### src/rtl/mmio_pkg.sv
// Shared register map for the MMIO responder: register offsets, STATUS bit layout
// and the small decode/pack helpers used by the responder.
package mmio_pkg;

  localparam int unsigned ADDR_W = 12;
  localparam int unsigned DATA_W = 32;
  localparam int unsigned TX_W   = 8;

  localparam logic [ADDR_W-1:0] OFF_TXDATA = 12'd0;
  localparam logic [ADDR_W-1:0] OFF_STATUS = 12'd1;
  localparam logic [ADDR_W-1:0] OFF_CYCLE  = 12'd2;

  localparam int unsigned STATUS_FULL_BIT    = 0;
  localparam int unsigned STATUS_EMPTY_BIT   = 1;
  localparam int unsigned STATUS_OVF_BIT     = 2;
  localparam int unsigned STATUS_COUNT_LSB   = 3;
  localparam int unsigned STATUS_COUNT_W     = 3;
  localparam int unsigned STATUS_CLR_OVF_BIT = 2;

  typedef enum logic [1:0] {
    REG_TXDATA = 2'd0,
    REG_STATUS = 2'd1,
    REG_CYCLE  = 2'd2,
    REG_NONE   = 2'd3
  } mmio_reg_e;

  function automatic mmio_reg_e decodeReg(input logic isMmio, input logic [ADDR_W-1:0] offset);
    mmio_reg_e sel;
    sel = REG_NONE;
    if (isMmio) begin
      if (offset == OFF_TXDATA)      sel = REG_TXDATA;
      else if (offset == OFF_STATUS) sel = REG_STATUS;
      else if (offset == OFF_CYCLE)  sel = REG_CYCLE;
      else                           sel = REG_NONE;
    end
    return sel;
  endfunction

  // Deep FIFOs report a pinned-at-max count rather than a wrapped one.
  function automatic logic [STATUS_COUNT_W-1:0] satCount(input logic [31:0] count);
    logic [STATUS_COUNT_W-1:0] result;
    if (count > 32'd7) result = '1;
    else               result = count[STATUS_COUNT_W-1:0];
    return result;
  endfunction

  function automatic logic [DATA_W-1:0] packStatus(
    input logic [STATUS_COUNT_W-1:0] count,
    input logic                      overflow,
    input logic                      empty,
    input logic                      full
  );
    logic [DATA_W-1:0] status;
    status                                        = '0;
    status[STATUS_FULL_BIT]                       = full;
    status[STATUS_EMPTY_BIT]                      = empty;
    status[STATUS_OVF_BIT]                        = overflow;
    status[STATUS_COUNT_LSB +: STATUS_COUNT_W]    = count;
    return status;
  endfunction

endpackage

### src/rtl/mmio_responder_tx_fifo.sv
// Byte FIFO feeding the TX stream; head entry is presented straight from storage,
// so a freshly pushed byte only becomes visible after the clock edge.
module tx_fifo #(
  parameter int FIFO_DEPTH = 4,
  parameter int WIDTH      = 8,
  localparam int PTR_W     = (FIFO_DEPTH > 1) ? $clog2(FIFO_DEPTH) : 1,
  localparam int CNT_W     = $clog2(FIFO_DEPTH + 1)
) (
  input  logic             clock,
  input  logic             reset,
  input  logic             i_push,
  input  logic [WIDTH-1:0] i_pushData,
  input  logic             i_pop,
  output logic             o_full,
  output logic             o_empty,
  output logic [CNT_W-1:0] o_count,
  output logic [WIDTH-1:0] o_headData
);

  logic [WIDTH-1:0] r_mem [FIFO_DEPTH];
  logic [PTR_W-1:0] r_wrPtr;
  logic [PTR_W-1:0] r_rdPtr;
  logic [CNT_W-1:0] r_count;

  logic w_doPop;
  logic w_doPush;

  assign o_full     = (r_count == CNT_W'(FIFO_DEPTH));
  assign o_empty    = (r_count == '0);
  assign o_count    = r_count;
  assign o_headData = o_empty ? '0 : r_mem[r_rdPtr];

  // A pop frees a slot in the same cycle, so a push into a full FIFO is still taken.
  assign w_doPop  = i_pop && !o_empty;
  assign w_doPush = i_push && (!o_full || w_doPop);

  function automatic logic [PTR_W-1:0] nextPtr(input logic [PTR_W-1:0] ptr);
    logic [PTR_W-1:0] result;
    if (ptr == PTR_W'(FIFO_DEPTH - 1)) result = '0;
    else                               result = ptr + PTR_W'(1);
    return result;
  endfunction

  always_ff @(posedge clock) begin
    if (!reset && w_doPush) begin
      r_mem[r_wrPtr] <= i_pushData;
    end
  end

  always_ff @(posedge clock) begin
    if (reset) begin
      r_wrPtr <= '0;
      r_rdPtr <= '0;
      r_count <= '0;
    end else begin
      if (w_doPush) r_wrPtr <= nextPtr(r_wrPtr);
      if (w_doPop)  r_rdPtr <= nextPtr(r_rdPtr);
      unique case ({w_doPush, w_doPop})
        2'b10:   r_count <= r_count + CNT_W'(1);
        2'b01:   r_count <= r_count - CNT_W'(1);
        default: r_count <= r_count;
      endcase
    end
  end

endmodule

### src/rtl/mmio_responder.sv
// Data-memory front end: passes loads/stores to RAM below MMIO_BASE and serves
// TXDATA/STATUS/CYCLE registers above it, with a uniform one-cycle load latency.
module mmio_responder
  import mmio_pkg::*;
#(
  parameter logic [ADDR_W-1:0] MMIO_BASE  = 12'hF00,
  parameter int                FIFO_DEPTH = 4
) (
  input  logic              clock,
  input  logic              reset,
  input  logic [ADDR_W-1:0] address_dmem,
  input  logic [DATA_W-1:0] data,
  input  logic              wren,
  output logic [DATA_W-1:0] q_dmem,
  output logic [ADDR_W-1:0] ram_address,
  output logic [DATA_W-1:0] ram_data,
  output logic              ram_wren,
  input  logic [DATA_W-1:0] ram_q,
  output logic              tx_valid,
  output logic [TX_W-1:0]   tx_data,
  input  logic              tx_ready
);

  localparam int CNT_W = $clog2(FIFO_DEPTH + 1);

  logic              w_isMmio;
  logic [ADDR_W-1:0] w_offset;
  mmio_reg_e         w_reg;
  logic              w_txWrite;
  logic              w_statusWrite;
  logic              w_cycleWrite;
  logic              w_pop;
  logic              w_full;
  logic              w_empty;
  logic [CNT_W-1:0]  w_count;
  logic [TX_W-1:0]   w_head;
  logic              w_ovfSet;
  logic              w_ovfClear;
  logic [DATA_W-1:0] w_status;
  logic [DATA_W-1:0] w_mmioRdata;

  logic              r_isMmio;
  logic [DATA_W-1:0] r_mmioRdata;
  logic              r_overflow;
  logic [DATA_W-1:0] r_cycle;

  assign w_isMmio = (address_dmem >= MMIO_BASE);
  assign w_offset = address_dmem - MMIO_BASE;
  assign w_reg    = decodeReg(w_isMmio, w_offset);

  assign ram_address = address_dmem;
  assign ram_data    = data;
  assign ram_wren    = wren && !w_isMmio;

  assign w_txWrite     = wren && (w_reg == REG_TXDATA);
  assign w_statusWrite = wren && (w_reg == REG_STATUS);
  assign w_cycleWrite  = wren && (w_reg == REG_CYCLE);

  assign tx_valid = !w_empty;
  assign tx_data  = w_head;
  assign w_pop    = tx_valid && tx_ready;

  tx_fifo #(
    .FIFO_DEPTH (FIFO_DEPTH),
    .WIDTH      (TX_W)
  ) u_txFifo (
    .clock      (clock),
    .reset      (reset),
    .i_push     (w_txWrite),
    .i_pushData (data[TX_W-1:0]),
    .i_pop      (w_pop),
    .o_full     (w_full),
    .o_empty    (w_empty),
    .o_count    (w_count),
    .o_headData (w_head)
  );

  assign w_ovfSet   = w_txWrite && w_full && !w_pop;
  assign w_ovfClear = w_statusWrite && data[STATUS_CLR_OVF_BIT];
  assign w_status   = packStatus(satCount(32'(w_count)), r_overflow, w_empty, w_full);

  // Register reads see state as it stands in the request cycle, before this edge's updates.
  always_comb begin
    w_mmioRdata = '0;
    unique case (w_reg)
      REG_STATUS: w_mmioRdata = w_status;
      REG_CYCLE:  w_mmioRdata = r_cycle;
      default:    w_mmioRdata = '0;
    endcase
  end

  always_ff @(posedge clock) begin
    if (reset) begin
      r_isMmio    <= 1'b0;
      r_mmioRdata <= '0;
      r_overflow  <= 1'b0;
      r_cycle     <= '0;
    end else begin
      r_isMmio    <= w_isMmio;
      r_mmioRdata <= w_mmioRdata;
      if (w_ovfSet)        r_overflow <= 1'b1;
      else if (w_ovfClear) r_overflow <= 1'b0;
      if (w_cycleWrite) r_cycle <= data;
      else              r_cycle <= r_cycle + 32'd1;
    end
  end

  assign q_dmem = r_isMmio ? r_mmioRdata : ram_q;

endmodule

### config.mk
export PLATFORM = sky130hd
export DESIGN_NAME = mmio_responder
export DESIGN_NICKNAME = d
export VERILOG_FILES = /design/src/rtl/mmio_pkg.sv /design/src/rtl/mmio_responder_tx_fifo.sv /design/src/rtl/mmio_responder.sv
export SDC_FILE = /design/constraint.sdc
export NUM_CORES = 1
export LEC_CHECK = 0
export ABC_AREA = 0
export CAP_MARGIN = 30
export CORE_ASPECT_RATIO = 1.4
export CORE_UTILIZATION = 47
export CTS_CLUSTER_SIZE = 20
export DETAILED_ROUTE_END_ITERATION = 10
export GPL_TIMING_DRIVEN = 0
export HOLD_SLACK_MARGIN = 0.06
export PLACE_DENSITY = 0.9
export SYNTH_ARGS = -nofsm -noshare
export SYNTH_HDL_FRONTEND = slang
export SYNTH_SLANG_ARGS = --single-unit
export TNS_END_PERCENT = 10
### constraint.sdc
create_clock -name clock -period 3.7 [get_ports clock]
set_clock_uncertainty 0.05 [all_clocks]
set_input_delay 0.74 -clock clock [delete_from_list [all_inputs] [get_ports clock]]
set_output_delay 0.74 -clock clock [all_outputs]
set_load 0.02 [all_outputs]
==> Word-level counts from Yosys, hierarchy flattened <==
Memory sizes are Yosys's and may differ from the RTL's. A register that Yosys moved wholly into a read port is not among the register bits.
Cells that the tools add are included.
{ "op_classes": {"addsub": 6, "order_cmp": 1, "eq_ne": 9, "mux": 17, "n_reduce_logical": 22} }
{ "op_table": {"columns": ["op", "n"], "rows": [
  ["two-way mux 32 bit", 2],
  ["one-hot mux 32 bit (2 select lines)", 1],
  ["adder 32 x 1 -> 32 bit (second input constant)", 1],
  ["two-way mux 2 bit", 7],
  ["== test 12 x 1 -> 1 bit (second input constant)", 1],
  ["== test 12 x 2 -> 1 bit (second input constant)", 1],
  [">= comparator 12 bit (second input constant)", 1],
  ["zero test 12 bit", 1],
  ["subtractor 12 bit (second input constant)", 1],
  ["logical AND 1 bit", 11],
  ["== test 2 bit (second input constant)", 4],
  ["two-way mux 8 bit", 1],
  ["one-hot mux 3 bit (2 select lines)", 1],
  ["zero test 1 bit", 5],
  ["two-way mux 1 bit", 5],
  ["adder 2 x 1 -> 2 bit (second input constant)", 2],
  ["== test 2 x 1 -> 1 bit (second input constant)", 2],
  ["nonzero test 2 bit", 2],
  ["adder 3 x 1 -> 3 bit (second input constant)", 1],
  ["== test 3 bit (second input constant)", 1],
  ["zero test 3 bit", 1],
  ["subtractor 3 x 1 -> 3 bit (second input constant)", 1],
  ["zero test 2 bit", 1],
  ["logical OR 1 bit", 1]
]} }
{ "totals": {"ff_bits": 73, "ram_bits": 32, "input_bits": 80, "output_inout_bits": 86, "memories": 1} }
{ "memory_table": {"columns": ["name", "depth", "word_bits", "rd", "rd_clocked_by_memory_dff", "wr", "line", "rtl"], "rows": [
  ["u_txFifo.r_mem", 4, 8, 1, 1, 1, "mmio_responder_tx_fifo.sv:20", "logic [WIDTH-1:0] r_mem [FIFO_DEPTH];"]
]} }

==> Longest topological paths before layout <==
Gate-level depths: netlist of the first run.
{ "logic_depth": {"ltp_word": 12, "depth_mapped": 11, "depth_no_buf": 11} }

==> Modules after synthesis <==
A second synthesis of the first run with hierarchy kept.
{ "hier_totals": {"hier_cells": 515, "hier_area_um2": 5346.4} }
{ "modules_own_cells": {"columns": ["module", "instances", "cells_each", "area_per_inst_um2", "seq_area_each_um2"], "rows": [
  ["mmio_responder", 1, 403, 3588.4, 1321.3],
  ["tx_fifo", 1, 112, 1757.9, 1141.1]
]} }

==> Worst setup path before layout of the first run <==
Ideal clock, no wire load.
{ "synth_path": {"path_type": "input to register", "startpoint": "input port address_dmem[5]", "endpoint": "register u_txFifo.r_count[2] (netlist: u_txFifo.o_count[2])", "arrival_time_ns": 3.230, "required_time_ns": 3.576, "path_slack_ns": 0.345, "cell_stages": 10, "cell_sequence": "or4_1 -> or4_1 -> nor2_1 -> ha_1 -> nand2_1 -> nand3_1 -> inv_1 -> fa_1 -> o32a_1 -> a31oi_1"} }
{ "synth_via": {"elab_chain_len": 11, "elab_cells_between_ends": 16, "classes_between": "add/sub (1); order compare (1); eq/ne (4); mux (5); reduce/logical (5)"} }
{ "synth_rtl": {"columns": ["element", "line", "rtl"], "rows": [
  ["from (decl)", "mmio_responder.sv:11", "input logic [ADDR_W-1:0] address_dmem,"],
  ["subtractor 12 bit", "mmio_responder.sv:48", "assign w_offset = address_dmem - MMIO_BASE;"],
  ["== test 12 x 2 -> 1 bit", "mmio_pkg.sv:33", "else if (offset == OFF_CYCLE) sel = REG_CYCLE;"],
  ["two-way mux 1 bit", "mmio_pkg.sv:33", null],
  ["two-way mux 2 bit", "mmio_pkg.sv:32", "else if (offset == OFF_STATUS) sel = REG_STATUS;"],
  ["two-way mux 2 bit", "mmio_pkg.sv:31", "if (offset == OFF_TXDATA) sel = REG_TXDATA;"],
  ["two-way mux 2 bit *", "mmio_pkg.sv:30", "if (isMmio) begin"],
  ["zero test 2 bit *", "mmio_responder.sv:55", "assign w_txWrite = wren && (w_reg == REG_TXDATA);"],
  ["logical AND 1 bit *", "mmio_responder.sv:55", null],
  ["logical AND 1 bit *", "mmio_responder_tx_fifo.sv:35", "assign w_doPush = i_push && (!o_full || w_doPop);"],
  ["== test 2 x 1 -> 1 bit or == test 2 bit (tied branches)", "mmio_responder_tx_fifo.sv:58", "unique case ({w_doPush, w_doPop})"],
  ["one-hot mux 3 bit (2 select lines) or nonzero test 2 bit (tied branches)", null, null],
  ["to (signal assigned)", "mmio_responder_tx_fifo.sv:59", "2'b10: r_count <= r_count + CNT_W'(1);"],
  ["to (signal assigned)", "mmio_responder_tx_fifo.sv:60", "2'b01: r_count <= r_count - CNT_W'(1);"],
  ["to (signal assigned)", "mmio_responder_tx_fifo.sv:61", "default: r_count <= r_count;"],
  ["to (decl)", "mmio_responder_tx_fifo.sv:23", "logic [CNT_W-1:0] r_count;"]
]} }
Every way passes the cells marked *; elsewhere a longest branch is shown, timed or not.
A chain may end at the register's enable or synchronous reset.

==> Worst setup path in the final report of the first run <==
{ "layout_path": {"startpoint": "input port address_dmem[4]", "endpoint": "memory u_txFifo.r_mem[1][1] (enable)"} }
{ "layout_via": {"elab_chain_len": 12, "elab_cells_between_ends": 15, "classes_between": "add/sub (1); order compare (1); eq/ne (2); mux (6); reduce/logical (5)"} }
{ "layout_rtl": {"columns": ["element", "line", "rtl"], "rows": [
  ["subtractor 12 bit", "mmio_responder.sv:48", null],
  ["== test 12 x 2 -> 1 bit", "mmio_pkg.sv:33", null],
  ["two-way mux 1 bit", "mmio_pkg.sv:33", null],
  ["two-way mux 2 bit", "mmio_pkg.sv:32", null],
  ["two-way mux 2 bit", "mmio_pkg.sv:31", null],
  ["two-way mux 2 bit *", "mmio_pkg.sv:30", null],
  ["zero test 2 bit *", "mmio_responder.sv:55", null],
  ["logical AND 1 bit *", "mmio_responder.sv:55", null],
  ["logical AND 1 bit *", "mmio_responder_tx_fifo.sv:35", null],
  ["logical AND 1 bit *", "mmio_responder_tx_fifo.sv:45", "if (!reset && w_doPush) begin"],
  ["two-way mux 1 bit *", "mmio_responder_tx_fifo.sv:45", null],
  ["two-way mux 1 bit (not written as such) *", "mmio_responder_tx_fifo.sv:46", "r_mem[r_wrPtr] <= i_pushData;"],
  ["to (decl)", "mmio_responder_tx_fifo.sv:20", null]
]} }
Marked as above.

==> results of run 1 <==
## tightest hold or removal path: cells and delay by family (launching register included)
kind	cells	cell delay, ns
flip-flops	1	0.31
AO/OA/AOI/OAI	1	0.08
AND/OR/NAND/NOR	1	0.05
## layer usage
layer	up-vias	global-route usage, %
met5	-	0
met4	0	10.6
met2	220	46.7
met1	2172	25.6
met3	33	4.02
li1	2157	-
## power groups by stage
stage / clock network (mW) / logic (mW) / registers [mW]
3_5_place_dp: 0 / 0.363 / 1.24
3_3_place_gp: 0 / 0.356 / 1.24
6_report: 1.01 / 0.364 / 1.22
2_1_floorplan: 0 / 0.158 / 1.24
4_1_cts: 1.01 / 0.366 / 1.22
5_1_grt: 1.07 / 0.383 / 1.22
## Yosys cell counts, types with 2 or more instances
| master | number | area, µm² |
|---|---|---|
| xor2_1 | 2 | 17.5 |
| buf_4 | 44 | 330 |
| mux2i_1 | 2 | 20.0 |
| mux2_2 | 32 | 360 |
| o31ai_1 | 12 | 90.1 |
| buf_2 | 2 | 10.0 |
| clkbuf_1 | 24 | 90.1 |
| a31oi_1 | 2 | 12.5 |
| and2_1 | 41 | 257 |
| a311oi_1 | 18 | 158 |
| a211oi_1 | 11 | 82.6 |
| a32oi_1 | 2 | 17.5 |
| inv_1 | 11 | 41.3 |
| or3_1 | 7 | 43.8 |
| dfxtp_1 | 75 | 1500 |
| a21oi_1 | 5 | 25.0 |
| edfxtp_1 | 32 | 961 |
| nand4_1 | 11 | 68.8 |
| o31a_1 | 2 | 17.5 |
| buf_1 | 4 | 15.0 |
| nand2_1 | 16 | 60.1 |
| nand3_1 | 17 | 85.1 |
| xnor2_1 | 8 | 70.1 |
| and3_1 | 4 | 25.0 |
| ha_1 | 9 | 113 |
| or4_1 | 15 | 113 |
| mux4_2 | 8 | 180 |
| nor2b_1 | 2 | 12.5 |
| nor4_1 | 3 | 18.8 |
| nor3_1 | 6 | 30.0 |
| a22oi_1 | 5 | 37.5 |
| nor2_1 | 49 | 184 |
| and4_1 | 5 | 43.8 |
| o21ai_0 | 8 | 40.0 |
## per-stage QoR
step,hold slack [ns],setup TNS [ns]
finish,0.451,0
detailed placement,0.446,-32.89
global route,0.486,-0.577
global placement,0.416,-22.47
floorplan,0.403,0
CTS,0.454,-0.0103
## sequential cells by signal, indices dropped and copies added (netlist names), named ones only
register and cells:
r_mmioRdata 32, u_txFifo.r_mem 32, u_txFifo.r_rdPtr 2, u_txFifo.o_count 3, r_overflow 1, u_txFifo.r_wrPtr 2, r_cycle 32, r_isMmio 1
## what timing repair did
action / in CTS / in global routing
pin swaps: 1 / 0
hold endpoints to repair: 0 / 0
endpoints found under the setup margin: 53 / 73
resized for setup: 10 / 11
gates cloned: 0 / 0
## path summary, 6_finish.rpt
kind,startpoint,to,cells past startpoint
setup / recovery,address_dmem[4],u_txFifo.r_mem[1][1],9
setup reg to reg,r_cycle[0],r_cycle[28],7
hold reg to reg,u_txFifo.r_rdPtr[1],flip-flop,2
hold / removal,u_txFifo.r_rdPtr[1],flip-flop,2
## final cells by class
class                   count  area (µm²)
well taps                 141         176
repair buffers            164        1640
flip-flops and latches    107        2460
clock inverters             5        86.3
fillers                   777        3450
multi-input cells         313        2330
inverters                  11        41.3
plain buffers              74         449
clock buffers              11         233
## cell families after synthesis
family / count (synthesis) / share of synthesized area (%)
AND/OR/NAND/NOR: 180 / 18.6
multiplexers: 42 / 10.7
XOR/XNOR: 10 / 1.67
adder cells (fa/ha/maj): 10 / 2.53
buffers and inverters: 85 / 9.30
flip-flops: 107 / 47.1
AO/OA/AOI/OAI: 71 / 10.1
==> qor.yml, run 1 <==
power:
  powerDensity_nw_per_um2: 349
  p_sw_mw: 0.571
  internal_power_mw: 2.02
  pwr-share-clk_pct: 39.0
  pwr-share-comb_pct: 14.1
  vdd_ir_drop_max_uv: 228
  p_seq_share_pct: 46.9
  p_total_mw: 2.59
  swShare_pct: 22.0
  power.leakage_nw: 2.59
clock_network:
  cts.sinks: 107
  cts_buffers: 9
  clk_transition_reported_paths_ns: 0.06
  clock_path_buffers: 2
  cts_setup_buffers: 0
  h-tree-depth: 3
  insertion_delay_ns: 0.35
  cts_hold_buf: 0
  clock-root-buffer: "clkbuf_16"
  cts_tree: "yes"
finish:
  drive_gt1_share_pct: 17.2
  antenna_cells: 0
  fin_area_um2: 7420
  final_util_pct: 68.3
  final_cell_mix: "clkdlybuf4s50_1, dfxtp_1, nor2_1"
  fin_cells: 826
  syn_to_final_growth_pct: 41.8
  final_common_cell: "clkdlybuf4s50_1"
  fin_nets: 770
route:
  met3_wirelength_um: 806
  vias_per_cell: 5.55
  ant_nets: 0
  firstDrtPassIters: 5
  vias: 4582
  post-route-drc-count: 0
  wl_met2_um: 7760
  wire_per_inst_um: 16.8
  drt-met1-wl_um: 4930
  drt_iter0_drc: 277
  dr.max_layer_used: "met4"
  routed_wl_um: 13900
setup_path:
  cp_slowest_stage_delay_ns: 0.53
  critPathLaunchType: "input pin"
  required_ns: 3.69
  cpMaxStageDelayCell: "or4_1"
  cp_cell_sequence: "clkdlybuf4s50_1, or4_1, or4_4, nor2_4, ha_2, nand2_2, a31oi_2, nor2b_1, and2_2"
  path_buf_inv: 1
  cp-end-kind: "flip-flop"
  cp_top_family: "simple AND/OR/NAND/NOR gates"
  arrival_ns: 3.60
  critical_path_peak_fanout: 8
  path_class: "in2reg"
  r2r_setup_slack_ns: 1.10
synth:
  yosysSeqAreaShare_pct: 47.1
  synth_nets: 595
  syn_avg_cell_area_um2: 10.4
  ys_types: 45
  ys_seq_elements: 107
  synth_cells: 505
  async_reset_ff_share_pct: 0
  ys_warn_count: 0
  synth_ff_type: "dfxtp_1"
  synth_edf_count: 32
  synth_area_um2: 5230
die:
  ios: 166
  die_y_um: 127
  die_x_um: 91.2
  start_util_pct: 48.2
  coreArea_um2: 10900
  rows: 45
  die_area_um2: 11600
timing:
  relSlewSlack_pct: 55.0
  tightest_slew_ns: 0.675
  report.final.slew_viol_count: 0
  setup_violations: 0
  fin_ws_ns: 0.0911
  fin_crit_ns: 3.61
  max_freq_mhz: 277
  period_share_pct: 97.5
  rsz0062_at_grt: "true"
  hold_viol: 0
placed_design:
  dp_slack_ns: -0.579
  io_buffers: 164
  placed_cells: 810
  dpl-instance-area_um2: 7050
  place_congestion: 0.904
  dp_hpwl_um: 10600
global_route:
  grt_pass1_wl_um: 22000
  grt_overflow: 0
  gr-usage-all-layers_pct: 24.2
  antenna_found_initial: 0
  grt_start_max_net_pins: 18
  grt_pass1_vias: 4539
job:
  drv_cap: 0
outcome:
  status: "complete, no violations"
worst_hold_path:
  holdCritPathClass: "reg2reg"
No activity file was read; power rests on OpenSTA's default activity.
==> run 2: changes to the inputs <==
SETUP_SLACK_MARGIN = 0.1   (was not set)
==> run 2 against run 1 <==
  * Worst setup slack improved by 0.060 ns
  * First-iteration DRC count increased by 5.8%
  * Cell area increased by 0.19%
  * Die area unchanged
  * Maximum frequency increased by 1.7%
  * Sequential cell count unchanged
  * Combinational power about the same
  * Clock-buffer cell count unchanged
  * Non-clock buffer count unchanged
  * Critical path depth increased by 2
  * Global-route usage about the same
==> qor.yml, run 2 (same netlist as run 1, synthesis figures left out) <==
outcome:
  status: "complete, no violations"
die:
  coreArea_um2: 10900  # unchanged
  ios: 166  # unchanged
  die_y_um: 127  # unchanged
  start_util_pct: 48.2  # unchanged
  rows: 45  # unchanged
  die_area_um2: 11600  # unchanged
  die_x_um: 91.2  # unchanged
clock_network:
  cts_tree: "yes"
  insertion_delay_ns: 0.35  # about the same
  clk_transition_reported_paths_ns: 0.06  # about the same
  clock_path_buffers: 2  # unchanged
  cts_setup_buffers: 0  # unchanged
  cts_buffers: 9  # unchanged
  cts_hold_buf: 0  # unchanged
  h-tree-depth: 3  # unchanged
  clock-root-buffer: "clkbuf_16"
  cts.sinks: 107  # unchanged
setup_path:
  r2r_setup_slack_ns: 1.09  # about the same
  required_ns: 3.92  # +0.23 ns
  critPathLaunchType: "input pin"
  cp-end-kind: "flip-flop"
  arrival_ns: 3.77  # +0.17 ns
  path_class: "in2reg"
  critical_path_peak_fanout: 6  # -2
route:
  vias_per_cell: 5.57  # +0.44%
  routed_wl_um: 13900  # +0.69%
  post-route-drc-count: 0  # unchanged
  vias: 4602  # +0.44%
  firstDrtPassIters: 6  # +1
  drt_iter0_drc: 293  # +5.8%
  ant_nets: 0  # unchanged
  wire_per_inst_um: 16.9  # +0.69%
power:
  powerDensity_nw_per_um2: 349  # about the same
  vdd_ir_drop_max_uv: 225  # -0.97%
  p_total_mw: 2.60  # +0.14%
  swShare_pct: 22.1  # +0.10 points
  p_seq_share_pct: 46.8  # about the same
  pwr-share-comb_pct: 14.1  # about the same
  internal_power_mw: 2.02  # about the same
  p_sw_mw: 0.574  # +0.61%
  power.leakage_nw: 2.60  # +0.20%
  pwr-share-clk_pct: 39.1  # about the same
global_route:
  grt_overflow: 0  # unchanged
  grt_pass1_vias: 4539  # unchanged
  grt_pass1_wl_um: 22000  # about the same
  gr-usage-all-layers_pct: 24.2  # about the same
  grt_start_max_net_pins: 18  # unchanged
  antenna_found_initial: 0  # unchanged
finish:
  antenna_cells: 0  # unchanged
  fin_nets: 770  # unchanged
  top_regs: "r_cycle: 32 flops, r_mmioRdata: 32 flops, u_txFifo.r_mem: 32 flops"
  syn_to_final_growth_pct: 42.0
  drive_gt1_share_pct: 17.5  # +0.29 points
  final_common_cell: "clkdlybuf4s50_1"
  final_cell_mix: "clkdlybuf4s50_1, dfxtp_1, nor2_1"
timing:
  fin_hold_ws_ns: 0.451  # +0.000311 ns
  tightest_slew_ns: 0.661  # -0.0136 ns
  relSlewSlack_pct: 55.9  # +0.91 points
  fin_crit_ns: 3.55  # -0.0599 ns
  period_share_pct: 95.9  # -1.6 points
  hold_viol: 0  # unchanged
  setup_violations: 0  # unchanged
  report.final.slew_viol_count: 0  # unchanged
  rsz0062_at_grt: "true"
  max_freq_mhz: 282  # +1.7%
placed_design:
  io_buffers: 164  # unchanged
  place_congestion: 0.904  # unchanged
  dp_hpwl_um: 10600  # unchanged
job:
  drv_cap: 0  # unchanged
worst_hold_path:
  holdCritPathClass: "reg2reg"
run 2: cell count changes in the layout (fill, tap and decap cells not counted):
| cell | delta |
|---|---|
| nor2b_1 | -1 |
| and2_4 | +4 |
| buf_2 | +1 |
| nor2b_4 | +1 |
| and2_2 | -4 |
| clkbuf_1 | -1 |
run 2: per-stage QoR:
stage / cell area (µm²) / setup TNS [ns] / std cells / util (%) / setup WS [ns]
global route: 7430 / 0 / 826 / 68.4 / 0.0304
global placement: 7050 / -22.47 / 810 / 64.9 / -0.425
CTS: 7400 / -0.0103 / 826 / 68.1 / -0.0103
detailed placement: 7050 / -32.89 / 810 / 64.9 / -0.579
floorplan: 5230 / 0 / 505 / - / 0.345
finish: 7430 / 0 / 826 / 68.4 / 0.151
run 2: final timing paths:
| path | from | end | cells after the start |
|---|---|---|---|
| worst max-delay path | address_dmem[4] | u_txFifo.o_count[2] | 11 |
| worst min-delay path | u_txFifo.r_rdPtr[1] | flip-flop | 2 |
| worst min register to register | u_txFifo.r_rdPtr[1] | flip-flop | 2 |
| worst max register to register | r_cycle[0] | r_cycle[28] | 7 |
run 2: routing by layer:
layer / global-route usage, % / share of wire [%] / routed length, µm
met5: 0 / 0 / 0
met3: 4.02 / 5.3 / 737
met1: 25.5 / 36 / 5050
met4: 10.6 / 2.4 / 330
met2: 46.7 / 56 / 7830
run 2: layout make-up:
type / instances / area (µm²)
sequential: 107 / 2460
tap: 141 / 176
timing repair buffer: 164 / 1640
fill: 774 / 3430
clock buffer: 11 / 233
inverter: 11 / 41.3
buffer: 74 / 450
clock inverter: 5 / 86.3
multi-input combinational: 313 / 2340
run 2: timing repair:
| item | CTS | global route |
|---|---|---|
| pin swaps | 1 | 1 |
| setup endpoints to repair | 65 | 85 |
| resized for setup | 15 | 13 |
run 2: worst max-delay path: stages:
cell             delay, ns
clkdlybuf4s50_1       0.46
or4_1                 0.53
or4_4                 0.47
nor2_4                0.14
ha_2                  0.22
nand2_2               0.12
nand3_2               0.13
inv_1                 0.08
fa_2                  0.38
o32a_1                0.36
a31oi_1               0.15
run 2: power by group through the flow:
| stage | Sequential [mW] | Clock, mW | Combinational (mW) |
|---|---|---|---|
| 5_1_grt | 1.22 | 1.07 | 0.383 |
| 3_3_place_gp | 1.24 | 0 | 0.356 |
| 2_1_floorplan | 1.24 | 0 | 0.158 |
| 3_5_place_dp | 1.24 | 0 | 0.363 |
| 4_1_cts | 1.22 | 1.01 | 0.366 |
| 6_report | 1.22 | 1.02 | 0.365 |
==> run 3: changes to the inputs <==
CORE_ASPECT_RATIO = 1.25   (was 1.4)
==> run 3 against run 2 <==
  * Clock power rose by 6%
  * Cell area hardly changed
  * Critical path type unchanged
  * Via count shrank 1.7%
  * Highest routed layer unchanged
  * Power grew 2.4%
  * Non-clock buffer count increased by 1
  * Utilization rose by 0.90 points
  * Largest cell class unchanged
==> qor.yml, run 3 (same netlist as run 1, synthesis figures left out) <==
outcome:
  status: "complete, no violations"
setup_path:
  r2r_setup_slack_ns: 1.08  # about the same
  cpMaxStageDelayCell: "or4_1"
  cp_cell_sequence: "clkdlybuf4s50_1, or4_1, or4_1, nor2_2, ha_2, nand2_2, nand3_2, inv_1, fa_1, o32a_1, a31oi_1"
  path_class: "in2reg"
  critPathLaunchType: "input pin"
  timing.rr.start: "r_cycle[0]"
  critical_path_peak_fanout: 6  # unchanged
  cp_slowest_stage_delay_ns: 0.51  # -0.02 ns
  crit_top_cell: "or4_1"
  required_ns: 3.92  # about the same
  arrival_ns: 3.81  # +0.04 ns
  cp-end-kind: "flip-flop"
  r2r_end: "r_cycle[28]"
  r2r.worst_path.cells: 7  # unchanged
route:
  post-route-drc-count: 0  # unchanged
  dr.max_layer_used: "met4"
  routed_wl_um: 13800  # -1.1%
  met3_wirelength_um: 788  # +6.9%
  ant_nets: 0  # unchanged
  drt-met1-wl_um: 5390  # +6.7%
  wire_per_inst_um: 16.9  # -0.10%
  vias: 4526  # -1.7%
  firstDrtPassIters: 5  # -1
  drt_iter0_drc: 354  # +21%
  vias_per_cell: 5.53  # -0.69%
  wl_met2_um: 7200  # -8.0%
timing:
  tightest_slew_ns: 0.686  # +0.0250 ns
  report.final.slew_viol_count: 0  # unchanged
  fin_setup_tns_ns: 0  # unchanged
  max_freq_mhz: 279  # -1.1%
  relSlewSlack_pct: 54.3  # -1.7 points
  period_share_pct: 97.0  # +1.1 points
  hold_viol: 0  # unchanged
  fin_crit_ns: 3.59  # +0.0402 ns
  rsz0062_at_grt: "true"
  setup_violations: 0  # unchanged
clock_network:
  cts_buffers: 9  # unchanged
  h-tree-depth: 3  # unchanged
  clock-root-buffer: "clkbuf_16"
  insertion_delay_ns: 0.34  # about the same
  cts_hold_buf: 0  # unchanged
  cts_tree: "yes"
  cts.sinks: 107  # unchanged
  clock_path_buffers: 2  # unchanged
  clk_transition_reported_paths_ns: 0.07  # about the same
worst_hold_path:
  hold_start: "r_cycle[31]"
  hold_depth: 1  # -1
  holdCritPathClass: "reg2reg"
  whs_endpoint: "r_mmioRdata[31]"
placed_design:
  dp_hpwl_um: 10200  # -3.2%
  place_congestion: 0.842  # -6.9%
  io_buffers: 164  # unchanged
  dpl-instance-area_um2: 7040  # -0.16%
die:
  coreArea_um2: 10700  # -1.3%
  start_util_pct: 48.8  # +0.66 points
  ios: 166  # unchanged
  die_y_um: 120  # -5.4%
  die_x_um: 96.4  # +5.7%
  die_area_um2: 11600  # about the same
  rows: 42  # -6.7%
job:
  drv_cap: 0  # unchanged
finish:
  final_cell_mix: "clkdlybuf4s50_1, dfxtp_1, nor2_1"
  syn_to_final_growth_pct: 42.0  # about the same
  antenna_cells: 0  # unchanged
  fin_nets: 771  # +0.13%
  drive_gt1_share_pct: 17.5  # -0.026 points
  top_regs: "r_cycle: 32 flops, r_mmioRdata: 32 flops, u_txFifo.r_mem: 32 flops"
  final_common_cell: "clkdlybuf4s50_1"
  fin_area_um2: 7430  # about the same
power:
  vdd_ir_drop_max_uv: 221  # -2.0%
  powerDensity_nw_per_um2: 358  # +2.5%
  power.leakage_nw: 2.61  # +0.36%
global_route:
  gr-usage-all-layers_pct: 24.6  # +0.37 points
  antenna_found_initial: 0  # unchanged
  grt_pass1_wl_um: 21700  # -1.2%
  grt_start_max_net_pins: 18  # unchanged
  grt_pass1_vias: 4499  # -0.88%
  grt_overflow: 0  # unchanged
[run 3: how the worst max path moves through the flow]
stage | startpoint | end | slack, ns | cells after the start
after floorplan | address_dmem[5] | u_txFifo.o_count[2] | 0.35 | 10
after global placement | address_dmem[5] | u_txFifo.r_mem[1][5] | -0.38 | 9
after detailed placement | address_dmem[5] | u_txFifo.r_mem[3][6] | -0.55 | 9
after CTS | address_dmem[5] | r_mmioRdata[21] | 0.06 | 9
after global routing | address_dmem[4] | u_txFifo.o_count[2] | 0.002 | 11
final | address_dmem[5] | u_txFifo.o_count[2] | 0.11 | 11
[run 3: routing by layer]
| layer | vias up | global-route usage, % |
|---|---|---|
| li1 | 2158 | - |
| met1 | 2137 | 28.6 |
| met2 | 200 | 43.5 |
| met3 | 31 | 4.12 |
| met4 | 0 | 10.8 |
| met5 | - | 0 |
[run 3: critical path, delay by kind of cell]
kind / cells / cell delay [ns]
buffers and inverters: 2 / 0.49
adders and majority gates: 2 / 0.65
and+or+nand+nor: 5 / 1.41
AOI/OAI and AO/OA: 2 / 0.52
[run 3: where the power goes]
group	switching [mW]	total (mW)	internal [mW]
logic	0.153	0.366	0.213
registers	0.00588	1.22	1.21
clock network	0.417	1.08	0.660
[run 3: timing repair]
item                                    CTS  global route
setup buffers                             1             0
resized for setup                         9            12
gates cloned                              0             0
hold endpoints to repair                  0             0
pin swaps                                 1             0
endpoints found under the setup margin   54            84
[run 3: final cells by class]
| type | instances | area (µm²) |
|---|---|---|
| fill | 787 | 3290 |
| clock inverter | 7 | 115 |
| sequential | 107 | 2460 |
| clock buffer | 9 | 225 |
| multi-input combinational | 313 | 2320 |
| tap | 132 | 165 |
| inverter | 11 | 41.3 |
| buffer | 74 | 450 |
| timing repair buffer | 165 | 1650 |
[run 3: metrics by stage]
step	power (mW)	setup slack, ns	hold WS (ns)	util, %	instances
after floorplan	1.40	0.345	0.403	-	505
after global placement	1.60	-0.377	0.413	65.7	801
after detailed placement	1.61	-0.552	0.432	65.7	801
after CTS	2.67	0.0636	0.449	69.1	818
after global routing	2.73	0.00231	0.461	69.3	818
final	2.66	0.111	0.446	69.3	818
